File: config.mk
export PLATFORM = sky130hd
export DESIGN_NAME = ifetch_queue_flat
export DESIGN_NICKNAME = d
export VERILOG_FILES = /design/src/rtl/ifetch_queue_pkg.sv /design/src/rtl/ifetch_queue_if.sv /design/src/rtl/ifetch_queue_fifo.sv /design/src/rtl/ifetch_queue.sv /design/src/flat_wrapper.sv
export SDC_FILE = /design/constraint.sdc
export NUM_CORES = 1
export LEC_CHECK = 0
export BUFFER_PORTS_ARGS = -buffer_cell sky130_fd_sc_hd__buf_2
export CAP_MARGIN = 20
export CORE_ASPECT_RATIO = 0.6
export CORE_UTILIZATION = 58
export CTS_BUF_LIST = sky130_fd_sc_hd__clkbuf_16
export DETAILED_ROUTE_END_ITERATION = 10
export PLACE_DENSITY = 0.81
export SETUP_SLACK_MARGIN = 0.1
export SLEW_MARGIN = 30
export SYNTH_ARGS = -nofsm -noshare
export SYNTH_HDL_FRONTEND = slang
export SYNTH_SLANG_ARGS = --single-unit
File: constraint.sdc
create_clock -name clk -period 4.6 [get_ports clk]
set_clock_uncertainty 0.15 [all_clocks]
set_input_delay 0.69 -clock clk [delete_from_list [all_inputs] [get_ports clk]]
set_output_delay 0.69 -clock clk [all_outputs]
set_load 0.05 [all_outputs]
File: src/rtl/ifetch_queue_pkg.sv
// Shared types and constants for the instruction-fetch queue.
package ifetch_queue_pkg;

  localparam int unsigned XLEN        = 32;
  localparam int unsigned INSTR_BYTES = 4;

  typedef struct packed {
    logic [XLEN-1:0] pc;
    logic [XLEN-1:0] instr;
  } fetch_entry_t;

endpackage

File: src/rtl/ifetch_queue_if.sv
// Fetch-side bus bundle: imem request/response, EX redirect and decode handshake.
interface ifetch_queue_if;
  import ifetch_queue_pkg::*;

  logic            imem_req_valid;
  logic            imem_req_ready;
  logic [XLEN-1:0] imem_req_addr;
  logic            imem_rsp_valid;
  logic [XLEN-1:0] imem_rsp_data;
  logic            redirect_valid;
  logic [XLEN-1:0] redirect_pc;
  logic            if_valid;
  logic            if_ready;
  logic [XLEN-1:0] if_pc;
  logic [XLEN-1:0] if_instr;

  modport master (
    output imem_req_valid, imem_req_addr, if_valid, if_pc, if_instr,
    input  imem_req_ready, imem_rsp_valid, imem_rsp_data,
           redirect_valid, redirect_pc, if_ready
  );

  modport slave (
    input  imem_req_valid, imem_req_addr, if_valid, if_pc, if_instr,
    output imem_req_ready, imem_rsp_valid, imem_rsp_data,
           redirect_valid, redirect_pc, if_ready
  );

endinterface

File: src/rtl/ifetch_queue_fifo.sv
// Circular buffer with wrap-bit pointers; flush dominates push and pop.
module ifetch_queue_fifo
  import ifetch_queue_pkg::*;
#(
  parameter int unsigned DEPTH   = 4,
  parameter type         T_ENTRY = fetch_entry_t
) (
  input  logic                 clk,
  input  logic                 reset,
  input  logic                 i_push,
  input  logic                 i_pop,
  input  logic                 i_flush,
  input  T_ENTRY               i_wdata,
  output T_ENTRY               o_rdata,
  output logic                 o_full,
  output logic                 o_empty,
  output logic [$clog2(DEPTH):0] o_count
);

  localparam int unsigned AW = $clog2(DEPTH);

  T_ENTRY      r_mem [DEPTH];
  logic [AW:0] r_wr_ptr;
  logic [AW:0] r_rd_ptr;
  logic        w_do_push;
  logic        w_do_pop;

  assign o_empty   = (r_wr_ptr == r_rd_ptr);
  assign o_full    = (r_wr_ptr[AW] != r_rd_ptr[AW]) &&
                     (r_wr_ptr[AW-1:0] == r_rd_ptr[AW-1:0]);
  assign o_count   = r_wr_ptr - r_rd_ptr;
  assign w_do_pop  = i_pop && !o_empty;
  assign w_do_push = i_push && (!o_full || w_do_pop);
  assign o_rdata   = r_mem[r_rd_ptr[AW-1:0]];

  always_ff @(posedge clk) begin
    if (reset || i_flush) begin
      r_wr_ptr <= '0;
      r_rd_ptr <= '0;
    end else begin
      if (w_do_push) r_wr_ptr <= r_wr_ptr + (AW+1)'(1);
      if (w_do_pop)  r_rd_ptr <= r_rd_ptr + (AW+1)'(1);
    end
  end

  always_ff @(posedge clk) begin
    if (w_do_push && !i_flush) r_mem[r_wr_ptr[AW-1:0]] <= i_wdata;
  end

endmodule

File: src/rtl/ifetch_queue.sv
// Fetch stage: owns the PC, issues credit-limited imem requests, queues {pc, instr} for decode.
// Optional IFQ_BYPASS_EN forwards a response straight to decode when the queue is empty.
module ifetch_queue
  import ifetch_queue_pkg::*;
#(
  parameter int unsigned     DEPTH    = 4,
  parameter logic [XLEN-1:0] RESET_PC = 32'h0
) (
  input  logic           clk,
  input  logic           reset,
  ifetch_queue_if.master bus
);

  localparam int unsigned     CW       = $clog2(DEPTH) + 1;
  localparam logic [0:0]      ST_FETCH = 1'b0;
  localparam logic [0:0]      ST_DRAIN = 1'b1;
  localparam logic [XLEN-1:0] PC_STEP  = XLEN'(INSTR_BYTES);
  localparam logic [XLEN-1:0] PC_MASK  = ~(PC_STEP - XLEN'(1));

  logic [0:0]      r_state, w_state_nxt;
  logic [XLEN-1:0] r_pc, r_rsp_pc, w_redirect_pc;
  logic [CW-1:0]   r_outstanding, r_drop_cnt, w_out_nxt, w_drop_nxt, w_count;
  logic            w_req_valid, w_req_fire, w_rsp_accept, w_push, w_pop;
  logic            w_if_valid, w_fifo_empty, w_fifo_full;
  logic [XLEN-1:0] w_if_pc, w_if_instr;
  fetch_entry_t    w_wdata, w_head;

  assign w_redirect_pc = bus.redirect_pc & PC_MASK;

  // Credit check, drain bookkeeping and next state.
  always_comb begin
    w_state_nxt  = r_state;
    w_req_valid  = !reset && (r_state == ST_FETCH) &&
                   (((CW+1)'(w_count) + (CW+1)'(r_outstanding)) < (CW+1)'(DEPTH));
    w_req_fire   = w_req_valid && bus.imem_req_ready;
    w_out_nxt    = r_outstanding + CW'(w_req_fire) - CW'(bus.imem_rsp_valid);
    w_rsp_accept = bus.imem_rsp_valid && (r_drop_cnt == '0) && !bus.redirect_valid;
    w_drop_nxt   = r_drop_cnt;
    if (bus.redirect_valid) begin
      w_drop_nxt = w_out_nxt;
    end else if (bus.imem_rsp_valid && (r_drop_cnt != '0)) begin
      w_drop_nxt = r_drop_cnt - CW'(1);
    end
    case (r_state)
      ST_FETCH: if (bus.redirect_valid && (w_out_nxt != '0)) w_state_nxt = ST_DRAIN;
      ST_DRAIN: if (w_drop_nxt == '0) w_state_nxt = ST_FETCH;
      default:  w_state_nxt = ST_FETCH;
    endcase
  end

  // Decode-side view of the head and queue write control.
  always_comb begin
    w_wdata.pc    = r_rsp_pc;
    w_wdata.instr = bus.imem_rsp_data;
`ifdef IFQ_BYPASS_EN
    w_if_valid = !reset && (!w_fifo_empty || w_rsp_accept);
    w_if_pc    = '0;
    w_if_instr = '0;
    if (!w_fifo_empty) begin
      w_if_pc    = w_head.pc;
      w_if_instr = w_head.instr;
    end else if (w_rsp_accept) begin
      w_if_pc    = r_rsp_pc;
      w_if_instr = bus.imem_rsp_data;
    end
    w_pop  = !reset && !w_fifo_empty && bus.if_ready && !bus.redirect_valid;
    w_push = w_rsp_accept && !(w_fifo_empty && bus.if_ready);
`else
    w_if_valid = !reset && !w_fifo_empty;
    w_if_pc    = w_if_valid ? w_head.pc    : '0;
    w_if_instr = w_if_valid ? w_head.instr : '0;
    w_pop      = w_if_valid && bus.if_ready && !bus.redirect_valid;
    w_push     = w_rsp_accept;
`endif
  end

  always_ff @(posedge clk) begin
    if (reset) r_state <= ST_FETCH;
    else       r_state <= w_state_nxt;
  end

  always_ff @(posedge clk) begin
    if (reset) begin
      r_pc          <= RESET_PC;
      r_rsp_pc      <= RESET_PC;
      r_outstanding <= '0;
      r_drop_cnt    <= '0;
    end else begin
      r_outstanding <= w_out_nxt;
      r_drop_cnt    <= w_drop_nxt;
      if (bus.redirect_valid) begin
        r_pc     <= w_redirect_pc;
        r_rsp_pc <= w_redirect_pc;
      end else begin
        if (w_req_fire)   r_pc     <= r_pc + PC_STEP;
        if (w_rsp_accept) r_rsp_pc <= r_rsp_pc + PC_STEP;
      end
    end
  end

  // Credits reserve a slot for every outstanding word, so this can only trip on a bug.
  always_ff @(posedge clk) begin
    if (!reset) assert (!(w_push && w_fifo_full && !w_pop));
  end

  ifetch_queue_fifo #(
    .DEPTH   (DEPTH),
    .T_ENTRY (fetch_entry_t)
  ) u_fifo (
    .clk     (clk),
    .reset   (reset),
    .i_push  (w_push),
    .i_pop   (w_pop),
    .i_flush (bus.redirect_valid),
    .i_wdata (w_wdata),
    .o_rdata (w_head),
    .o_full  (w_fifo_full),
    .o_empty (w_fifo_empty),
    .o_count (w_count)
  );

  assign bus.imem_req_valid = w_req_valid;
  assign bus.imem_req_addr  = r_pc;
  assign bus.if_valid       = w_if_valid;
  assign bus.if_pc          = w_if_pc;
  assign bus.if_instr       = w_if_instr;

endmodule

File: src/flat_wrapper.sv
// flat-port wrapper written by rule: the top's interface ports become plain ports
module ifetch_queue_flat import ifetch_queue_pkg::*;
#(
  parameter int unsigned     DEPTH    = 4,
  parameter logic [XLEN-1:0] RESET_PC = 32'h0
)
  (clk, reset, bus_imem_req_valid, bus_imem_req_addr, bus_if_valid, bus_if_pc, bus_if_instr, bus_imem_req_ready, bus_imem_rsp_valid, bus_imem_rsp_data, bus_redirect_valid, bus_redirect_pc, bus_if_ready);
  ifetch_queue_if bus_i ();
  input  logic clk;
  input  logic reset;
  output wire logic [$bits(bus_i.imem_req_valid)-1:0] bus_imem_req_valid;
  output wire logic [$bits(bus_i.imem_req_addr)-1:0] bus_imem_req_addr;
  output wire logic [$bits(bus_i.if_valid)-1:0] bus_if_valid;
  output wire logic [$bits(bus_i.if_pc)-1:0] bus_if_pc;
  output wire logic [$bits(bus_i.if_instr)-1:0] bus_if_instr;
  input wire logic [$bits(bus_i.imem_req_ready)-1:0] bus_imem_req_ready;
  input wire logic [$bits(bus_i.imem_rsp_valid)-1:0] bus_imem_rsp_valid;
  input wire logic [$bits(bus_i.imem_rsp_data)-1:0] bus_imem_rsp_data;
  input wire logic [$bits(bus_i.redirect_valid)-1:0] bus_redirect_valid;
  input wire logic [$bits(bus_i.redirect_pc)-1:0] bus_redirect_pc;
  input wire logic [$bits(bus_i.if_ready)-1:0] bus_if_ready;
  assign bus_imem_req_valid = bus_i.imem_req_valid;
  assign bus_imem_req_addr = bus_i.imem_req_addr;
  assign bus_if_valid = bus_i.if_valid;
  assign bus_if_pc = bus_i.if_pc;
  assign bus_if_instr = bus_i.if_instr;
  assign bus_i.imem_req_ready = bus_imem_req_ready;
  assign bus_i.imem_rsp_valid = bus_imem_rsp_valid;
  assign bus_i.imem_rsp_data = bus_imem_rsp_data;
  assign bus_i.redirect_valid = bus_redirect_valid;
  assign bus_i.redirect_pc = bus_redirect_pc;
  assign bus_i.if_ready = bus_if_ready;
  ifetch_queue #(.DEPTH(DEPTH), .RESET_PC(RESET_PC)) u_core (.clk(clk), .reset(reset), .bus(bus_i));
endmodule
==> results.ini, run 1 <==
[status]
status = finished clean

[detailed_routing]
wl_per_cell_um = 20.6
drt_iter0_drc = 583
viasPerCell = 5.78
routed-via-count = 7755
final_antenna_net_count = 0
drt_first_pass_iters = 5
drc = 0
wl_um = 27600

[grt]
antenna_found_initial = 0
track_usage = 0.238
overflow = 0
first_global_vias = 7726
grt_start_max_net_pins = 64
grt_first_pass_wirelength_um = 43100

[pwr]
clockPowerShare = 0.374
power.density_nw_per_um2 = 410
power_frac_seq = 0.529
swShare = 0.237
combPwrFrac = 0.097
p_switching_mw = 1.52
p_leak_nw = 5.45
ir_drop_mv = 0.329
intPower_mw = 4.88
fin_total_pwr_mw = 6.40

[floorplan]
core_area_um2 = 22400
start_util = 0.602
placementRows = 42
die_area_um2 = 23900
die_w_um = 199
die_h_um = 120
io_pins = 168

[synthesis]
avgSynthCellArea_um2 = 15.8
synth_common_cells = edfxtp_1, dfxtp_1, nor2b_1, mux4_2, a21boi_0
synth_edf_count = 248
synth_compound_area_frac = 0.0595
synth-simple-area-share = 0.0938
synth-seq-area-share = 0.664
synth_area_leaders = edfxtp_1, dfxtp_1, mux4_2
synthMuxAreaShare = 0.105
synth_cell_types = 51
synth_xor_area_frac = 0.0397
syn_inst = 850
yosys.area.top_type = edfxtp_1
synth_top_area_share = 0.553
synth_seq_cells = 323
yosys_warnings = 0
synthArstFlopShare = 0
synth_fa_ha_area_frac = 0.0169
synth_most_common_cell = edfxtp_1
ys.flop_type = edfxtp_1
synth_top_family_by_area = multiplexers
synthesis.area_um2 = 13500

[worst_setup_path]
r2r-end = u_core.r_state$_SDFF_PP0_
path_class = flop to primary output
crit_required_ns = 3.76
crit_path_start_kind = flop
worstSetupEndpointType = primary output
r2r_start = u_core.u_fifo.r_wr_ptr[0]$_SDFFE_PP0P_
r2r_setup_slack_ns = 0.86
cp_max_fo = 4
r2r_cells = 16
cp.arrival_ns = 2.99

[hold_path]
hold_depth = 1
hold_path.startpoint = bus_imem_rsp_data[14]
holdPathEnd = u_core.u_fifo.r_mem[0][14]$_DFFE_PP_
hp-class = input pin to flop

[clocking]
cts_hold_buf = 0
cts_sinks = 323
ctsResizeCount = 0
cts-root-buf = clkbuf_16
postCtsSetupBuffers = 0
cts_tree = yes
htree_levels = 1
cts_buffers = 28
clock_path_buffers = 3
clk_latency_ns = 0.54
path_clk_slew_ns = 0.07

[sta]
finalSetupViolations = 0
hold_violations = 0
rsz0062_at_grt = no
min_period_over_period = 0.833
fin_crit_ns = 3.83
tns_ns = 0
tightest_slew_ns = 0.910
finalMaxSlewViolations = 0
relSlewSlack = 0.393
max_freq_mhz = 261

[final_layout]
layout.nets = 1098
antennaDiodeCount = 0
post-route-util = 0.697
drive_above_1_share = 0.290
syn2layout_area_growth_pct = 15.8
fillers = 1545

[placement]
gp_congestion = 0.821
dpl.hpwl_um = 18000
io_buffers = 161

[flow_run]
cap_violations = 0

[through the flow]
step                      hold WS (ns)  area, um^2  std cells  setup WS [ns]
after floorplan                  0.330       13500        853          0.467
after global placement           0.366       14700       1289          0.927
after detailed placement         0.376       14700       1289          0.850
after CTS                        0.193       15600       1341          0.732
after global routing             0.194       15600       1341          0.621
final                            0.210       15600       1341          0.767
[cell families (layout without fill, tap and decap cells)]
family,count (synthesis),after routing
buf+inv,64,244
other cells,1,4
mux,64,64
flops,323,323
compound gates,109,109
fa+ha+maj,17,17
simple gates,211,211
xor+xnor,61,61
[per-layer routing]
metal / vias up / GRT usage / share of wire
met3: 37 / 0.0309 / 0.051
met5: - / 0 / 0
met2: 222 / 0.364 / 0.45
li1: 3583 / - / -
met1: 3913 / 0.372 / 0.48
met4: 0 / 0.0447 / 0.015
[worst max-delay path, stage by stage (launching register included)]
cell and delay (ns):
dfxtp_1 0.34, inv_1 0.11, ha_1 0.16, inv_1 0.05, fa_1 0.37, xnor2_1 0.14
ha_1 0.20, or4_4 0.57, nor3_2 0.21, buf_2 0.30
[registers in the layout, indices dropped and copies added, names as in the netlist, named ones only]
name,cells
u_core.r_state,1
u_core.u_fifo.r_rd_ptr,3
u_core.r_rsp_pc,30
u_core.u_fifo.r_mem,248
u_core.r_outstanding,3
u_core.r_drop_cnt,3
u_core.bus.imem_req_addr,30
u_core.u_fifo.r_wr_ptr,3
[power by group through the flow]
stage                     clock network [mW]  logic, mW  registers (mW)
after floorplan                            0      0.394            3.48
after global placement                     0      0.608            3.44
after detailed placement                   0      0.621            3.44
after CTS                               2.43      0.626            3.38
after global routing                    2.54      0.673            3.40
final                                   2.39      0.622            3.38
[placed cells by master, fill, tap and decap left out, types with 4 or more instances in the layout]
cell type  count
a21boi_0      48
a21boi_1       5
a21oi_1        6
and2_1         8
and2_2         4
and3_1         8
and4_1        10
buf_12         5
buf_2        161
buf_4         10
bufinv_16      4
clkbuf_16     29
clkinv_2       8
conb_1         4
dfxtp_1       73
edfxtp_1     248
ha_1          15
inv_1         20
mux4_2        62
nand2_1       17
nand3_1       20
nand4_1       30
nor2_1        22
nor2b_1       64
nor3_1         4
nor4_1         8
o21a_1        28
o21ai_0        7
o31a_1         4
or3_1          4
xnor2_1       20
xor2_1        41
[area by class of cell]
cell class                 count  area [um^2]  area share
sequential                   323         8950       0.574
timing repair buffer         176          981      0.0629
multi-input combinational    466         4280       0.274
clock inverter                23          211      0.0136
clock buffer                  29          726      0.0465
tap                          308          385      0.0247
inverter                      16         60.1     0.00385
[worst max path at each step]
stage,from,depth (start not counted),end,slack [ns]
2_1_floorplan,u_core.u_fifo.r_wr_ptr[0]$_SDFFE_PP0P_,16,u_core.r_state$_SDFF_PP0_,0.47
3_3_place_gp,u_core.u_fifo.r_wr_ptr[0]$_SDFFE_PP0P_,16,u_core.r_state$_SDFF_PP0_,0.93
3_5_place_dp,u_core.u_fifo.r_wr_ptr[0]$_SDFFE_PP0P_,16,u_core.r_state$_SDFF_PP0_,0.85
4_1_cts,u_core.u_fifo.r_wr_ptr[0]$_SDFFE_PP0P_,9,bus_imem_req_valid,0.73
5_1_grt,u_core.u_fifo.r_wr_ptr[0]$_SDFFE_PP0P_,17,u_core.r_state$_SDFF_PP0_,0.62
6_report,u_core.u_fifo.r_wr_ptr[0]$_SDFFE_PP0P_,9,bus_imem_req_valid,0.77
Note: power is estimated with default switching activity, not from simulation.
==> run 2, diff against run 1 <==
CORE_UTILIZATION = 52   (was 58)
PLACE_DENSITY = 0.77   (was 0.81)
clock period = 3.2 ns   (was 4.6 ns; I/O delays follow)
==> run 2 against run 1 <==
Net effect:
- the flow now finishes with violations (setup timing)
- utilization shrank 4.7 points
- count of clock-buffer cells in the layout grew 1
- setup slack lost 1.0 ns
- clock power grew 50%
- via count grew 3.6%
- wire length grew 7.5%
- die area grew 11%
- highest routed layer unchanged
- total power grew 49%
- critical endpoint unchanged
- critical path depth grew 1
- combinational power grew 75%
- non-clock buffer count grew 75
==> results.ini, run 2 (synthesis gave the netlist of run 1 again) <==
[flow_run]
cap_violations = 0  ; unchanged

[grt]
grt_start_max_net_pins = 63  ; -1.6%
top_usage_layer = met2
overflow = 0  ; unchanged
grtUsageMet3 = 0.0468  ; +0.0159
first_global_vias = 7964  ; +3.1%
antenna_found_initial = 0  ; unchanged
track_usage = 0.226  ; -0.0127
gr-usage-met1 = 0.336  ; -0.0362
grt_first_pass_wirelength_um = 45500  ; +5.4%
use_met2 = 0.344  ; -0.0203

[worst_setup_path]
critical_path.most_common_cell = inv_2
r2r_cells = 16  ; unchanged
crit_path_start_kind = flop
crit_chain = inv_2 -> ha_4 -> inv_2 -> fa_2 -> xnor2_2 -> ha_1 -> or4_4 -> nor3_4 -> buf_4 -> buf_8
slowest_delay_ns = 0.54  ; -0.03 ns
path_buf_inv = 4  ; +1
r2r_setup_slack_ns = -0.20  ; -1.06 ns
crit_slowest_cell = or4_4
crit_required_ns = 2.57  ; -1.19 ns
cp_max_fo = 2  ; -2
r2r-end = u_core.r_state$_SDFF_PP0_
path_delay_family = simple AND/OR/NAND/NOR gates
path_class = flop to primary output
cp.arrival_ns = 2.80  ; -0.19 ns
r2r_start = u_core.u_fifo.r_wr_ptr[0]$_SDFFE_PP0P_
worstSetupEndpointType = primary output
cp.depth = 10  ; +1

[sta]
fin_crit_ns = 3.43
max_freq_mhz = 291
relSlewSlack = 0.562  ; +0.169
hold_violations = 0  ; unchanged
finalMaxSlewViolations = 0  ; unchanged
rsz0062_at_grt = yes
finalSetupViolations = 18  ; +18
fin_hold_ws_ns = 0.0924  ; -0.118 ns
min_period_over_period = 1.07
tightest_slew_ns = 0.656  ; -0.254 ns
layout_setup_ws_ns = -0.232  ; -0.999 ns

[hold_path]
holdPathEnd = u_core.r_outstanding[1]$_SDFF_PP0_
hold_depth = 2  ; +1
hold_path.startpoint = reset
hp-class = input pin to flop

[final_layout]
final_area_um2 = 16500  ; +5.6%
antennaDiodeCount = 0  ; unchanged
drive_above_1_share = 0.326  ; +0.0351
final_common_cell = edfxtp_1
post-route-util = 0.650  ; -0.0469
largest_reg_flops = 248  ; unchanged
layout.nets = 1174  ; +6.9%
instances_no_fill = 1438  ; +7.2%
syn2layout_area_growth_pct = 22.2
layout_common_cells = edfxtp_1, buf_2, dfxtp_1

[clocking]
clk_latency_ns = 0.55  ; about the same
cts_sinks = 323  ; unchanged
clock_path_buffers = 3  ; unchanged
cts_tree = yes
cts-root-buf = clkbuf_16
cts_buffers = 29  ; +3.6%
path_clk_slew_ns = 0.06  ; about the same
htree_levels = 1  ; unchanged

[floorplan]
die_w_um = 210  ; +5.6%
die_area_um2 = 26600  ; +11%
die_h_um = 127  ; +5.5%
io_pins = 168  ; unchanged
core_area_um2 = 25300  ; +13%
placementRows = 45  ; +7.1%
start_util = 0.532  ; -0.0701

[pwr]
intPower_mw = 7.28  ; +49%
power.density_nw_per_um2 = 578  ; +41%
combPwrFrac = 0.114  ; +0.017
clockPowerShare = 0.376  ; +0.002
fin_total_pwr_mw = 9.52  ; +49%
ir_drop_mv = 0.363  ; +10%
p_leak_nw = 5.88  ; +7.9%
power_frac_seq = 0.510  ; -0.019
swShare = 0.235  ; -0.00170
p_switching_mw = 2.24  ; +48%

[detailed_routing]
drt_first_pass_iters = 5  ; unchanged
routed-via-count = 8031  ; +3.6%
final_antenna_net_count = 0  ; unchanged
drt_iter0_drc = 623  ; +6.9%
viasPerCell = 5.58  ; -3.4%
drc = 0  ; unchanged
wl_per_cell_um = 20.6  ; +0.20%
wl_um = 29600  ; +7.5%

[status]
violations = setup timing
status = finished with violations

[placement]
gp_congestion = 0.866  ; +5.4%
placedCellCount = 1343  ; +4.2%
dpl.hpwl_um = 19200  ; +7.0%
io_buffers = 161  ; unchanged
placed_area_um2 = 15000  ; +2.1%

run 2: worst reg2reg max path: stages, from the launching register on:
cell and delay (ns):
dfxtp_2 0.33, inv_2 0.07, ha_4 0.13, inv_2 0.03, fa_2 0.35, xnor2_2 0.15, ha_1 0.18, or4_4 0.54
nor3_4 0.18, nand2_2 0.09, inv_2 0.08, ha_4 0.12, fa_1 0.43, nor2_1 0.10, o21ai_0 0.08, a22oi_1 0.19
a21oi_1 0.09
run 2: how the worst max path moves through the flow:
stage | start | slack, ns | endpoint
4_1_cts | u_core.u_fifo.r_wr_ptr[0]$_SDFFE_PP0P_ | -0.26 | bus_imem_req_valid
5_1_grt | u_core.u_fifo.r_wr_ptr[0]$_SDFFE_PP0P_ | -0.33 | u_core.r_state$_SDFF_PP0_
3_3_place_gp | u_core.u_fifo.r_wr_ptr[0]$_SDFFE_PP0P_ | -0.14 | u_core.r_state$_SDFF_PP0_
6_report | u_core.u_fifo.r_wr_ptr[0]$_SDFFE_PP0P_ | -0.23 | bus_imem_req_valid
3_5_place_dp | u_core.u_fifo.r_wr_ptr[0]$_SDFFE_PP0P_ | -0.18 | u_core.r_state$_SDFF_PP0_
2_1_floorplan | u_core.u_fifo.r_wr_ptr[0]$_SDFFE_PP0P_ | -0.50 | u_core.r_state$_SDFF_PP0_
run 2: per-stage QoR:
stage,TNS [ns],setup WS (ns)
2_1_floorplan,-1.34,-0.504
3_3_place_gp,-0.141,-0.141
3_5_place_dp,-0.374,-0.183
4_1_cts,-0.563,-0.256
5_1_grt,-4.99,-0.332
6_report,-2.00,-0.232
run 2: power groups by stage:
stage                     registers (mW)  logic (mW)  clock network (mW)
after floorplan                     4.99       0.579                   0
after global placement              4.93       0.958                   0
after detailed placement            4.95       0.979                   0
after CTS                           4.86        1.02                3.64
after global routing                4.88        1.17                3.79
final                               4.86        1.09                3.58
run 2: cell type report:
type	instances	area, um^2
timing repair buffer	251	1680
sequential	323	8950
multi-input combinational	466	4380
clock inverter	23	231
inverter	16	60.1
clock buffer	30	751
fill	1795	8870
tap	329	412
run 2: metal layers:
metal	up-vias	share of wire
met5	-	0
li1	3732	-
met4	0	0.017
met3	38	0.075
met2	286	0.45
met1	3975	0.46
run 2: repair_timing:
action                                 4_1_cts  5_1_grt
hold buffers                                32        0
gates cloned                                 1        0
pin swaps                                    2       23
setup endpoints to repair                   24       74
setup buffers                                3        6
resized for setup                            9       38
endpoints found under the hold margin      128        0
==> run 3, diff against run 2 <==
BUFFER_PORTS_ARGS = unset   (was -buffer_cell sky130_fd_sc_hd__buf_2)
CORE_UTILIZATION = 45   (was 52)
DONT_BUFFER_PORTS = 1   (was unset)
PLACE_DENSITY = 0.63   (was 0.77)
==> run 3 against run 2 <==
Net effect:
- setup slack got worse by 0.0016 ns
- clock power fell by 3%
- first-iteration DRC count fell by 16%
- the run ends with hold timing, setup timing left
- flip-flop and latch count did not move
- global-route usage fell by 2.6 points
- critical path depth rose by 6
- via count fell by 4.3%
- non-clock buffer count fell by 74
- largest power group unchanged
- sequential power barely moved
==> results.ini, run 3 (synthesis gave the netlist of run 1 again) <==
[pwr]
power.density_nw_per_um2 = 568  ; -1.7%
ir_drop_mv = 0.410  ; +13%
fin_total_pwr_mw = 9.35  ; -1.8%
p_leak_nw = 5.61  ; -4.6%

[floorplan]
die_area_um2 = 30600  ; +15%
die_h_um = 136  ; +7.4%
start_util = 0.463  ; -0.0682
placementRows = 48  ; +6.7%
die_w_um = 225  ; +7.4%
core_area_um2 = 29100  ; +15%
io_pins = 168  ; unchanged

[grt]
first_global_vias = 7598  ; -4.6%
track_usage = 0.200  ; -0.0256
antenna_found_initial = 3  ; +3
grt_start_max_net_pins = 54  ; -14%
overflow = 0  ; unchanged
grt_first_pass_wirelength_um = 45800  ; +0.82%

[detailed_routing]
drc = 0  ; unchanged
drt_first_pass_iters = 5  ; unchanged
wl_per_cell_um = 21.3  ; +3.5%
wl_um = 30700  ; +3.5%
viasPerCell = 5.34  ; -4.3%
routed-via-count = 7689  ; -4.3%
final_antenna_net_count = 0  ; unchanged
drt_iter0_drc = 522  ; -16%

[sta]
fin_crit_ns = 3.43  ; +0.00156 ns
min_period_over_period = 1.07  ; about the same
max_freq_mhz = 291  ; about the same
hold_violations = 6  ; +6
finalSetupViolations = 21  ; +3
tightest_slew_ns = 0.826  ; +0.170 ns
layout_setup_ws_ns = -0.234  ; -0.00156 ns
finalMaxSlewViolations = 0  ; unchanged
fin_hold_ws_ns = -0.169  ; -0.261 ns
relSlewSlack = 0.449  ; -0.113
rsz0062_at_grt = yes

[clocking]
cts-root-buf = clkbuf_16
cts_tree = yes
path_clk_slew_ns = 0.06  ; about the same
clock_path_buffers = 3  ; unchanged
clk_latency_ns = 0.56  ; about the same
cts_sinks = 323  ; unchanged
htree_levels = 1  ; unchanged
cts_buffers = 30  ; +3.4%
cts_hold_buf = 33  ; +3.1%

[placement]
place_ws_ns = -0.172  ; +0.0107 ns
gp_congestion = 0.786  ; -9.2%
io_buffers = 0  ; -100%
dpl.hpwl_um = 19800  ; +2.7%
placed_area_um2 = 14900  ; -0.13%

[worst_setup_path]
cp_max_fo = 2  ; unchanged
worstSetupEndpointType = flop
crit_required_ns = 3.50  ; +0.93 ns
r2r_setup_slack_ns = -0.23  ; -0.03 ns
path_class = flop to flop
crit_path_start_kind = flop
cp.arrival_ns = 3.73  ; +0.93 ns
r2r_cells = 16  ; unchanged

[hold_path]
hp-class = input pin to flop
hold_depth = 1  ; -1

[final_layout]
layout.nets = 1101  ; -6.2%
drive_above_1_share = 0.268  ; -0.0577
final_area_um2 = 16500  ; about the same
layout_common_cells = edfxtp_1, buf_4, dfxtp_1
largest_reg_flops = 248  ; unchanged
final_common_cell = edfxtp_1
syn2layout_area_growth_pct = 22.2  ; about the same

[status]
status = finished with violations
violations = hold timing, setup timing

[flow_run]
cap_violations = 0  ; unchanged

run 3: cell types whose count changed in the layout (fill, tap and decap cells not counted), moves of 2 or more:
cell / change
nand3_2: -3
buf_2: -160
buf_8: -2
clkbuf_16: +3
inv_1: +7
buf_4: +78
nand3_1: +2
bufinv_16: -2
buf_12: +7
run 3: area by class of cell:
type / count / area (um^2)
antenna: 1 / 2.50
tap: 400 / 500
multi-input combinational: 466 / 4350
fill: 2351 / 12600
sequential: 323 / 8960
clock buffer: 31 / 776
inverter: 16 / 60.1
clock inverter: 25 / 178
timing repair buffer: 177 / 1630
run 3: timing repair:
action	4_1_cts	5_1_grt
buffers inserted	4	8
endpoints found under the setup margin	85	39
pin swaps	4	37
endpoints found under the hold margin	139	6
gates cloned	0	2
gates resized for setup	4	36
run 3: worst paths after layout:
kind | end | startpoint
max | u_core.r_state$_SDFF_PP0_ | u_core.u_fifo.r_wr_ptr[0]$_SDFFE_PP0P_
min | u_core.r_state$_SDFF_PP0_ | reset
max reg2reg | u_core.r_state$_SDFF_PP0_ | u_core.u_fifo.r_wr_ptr[0]$_SDFFE_PP0P_
min reg2reg | u_core.u_fifo.r_mem[3][61]$_DFFE_PP_ | u_core.r_rsp_pc[29]$_SDFFE_PP0P_
run 3: report_power, final:
| part | total [mW] | internal, mW | switching [mW] |
|---|---|---|---|
| Clock | 3.46 | 1.98 | 1.48 |
| Sequential | 4.86 | 4.71 | 0.149 |
| Combinational | 1.04 | 0.459 | 0.578 |
run 3: layer usage:
| metal | track usage | wire length (um) |
|---|---|---|
| met3 | 0.0525 | 1840 |
| met5 | 0 | 49 |
| met4 | 0.0393 | 343 |
| met2 | 0.292 | 13600 |
| met1 | 0.301 | 14900 |
run 3: critical path: stages, from the launching register on:
cell	delay, ns
dfxtp_2	0.32
inv_2	0.07
ha_4	0.13
inv_2	0.03
fa_2	0.37
xnor2_2	0.14
ha_2	0.18
or4_4	0.56
nor3_4	0.24
nand2_2	0.08
inv_2	0.08
ha_4	0.12
fa_1	0.43
nor2_1	0.10
o21ai_1	0.06
a22oi_1	0.17
a21oi_1	0.08
run 3: per-stage QoR:
stage | setup TNS (ns) | util | instances
detailed placement | -1.41 | 0.514 | 1336
global placement | -0.749 | 0.514 | 1336
finish | -1.77 | 0.566 | 1439
global route | -5.70 | 0.566 | 1438
floorplan | -1.34 | - | 853
CTS | -0.565 | 0.559 | 1429
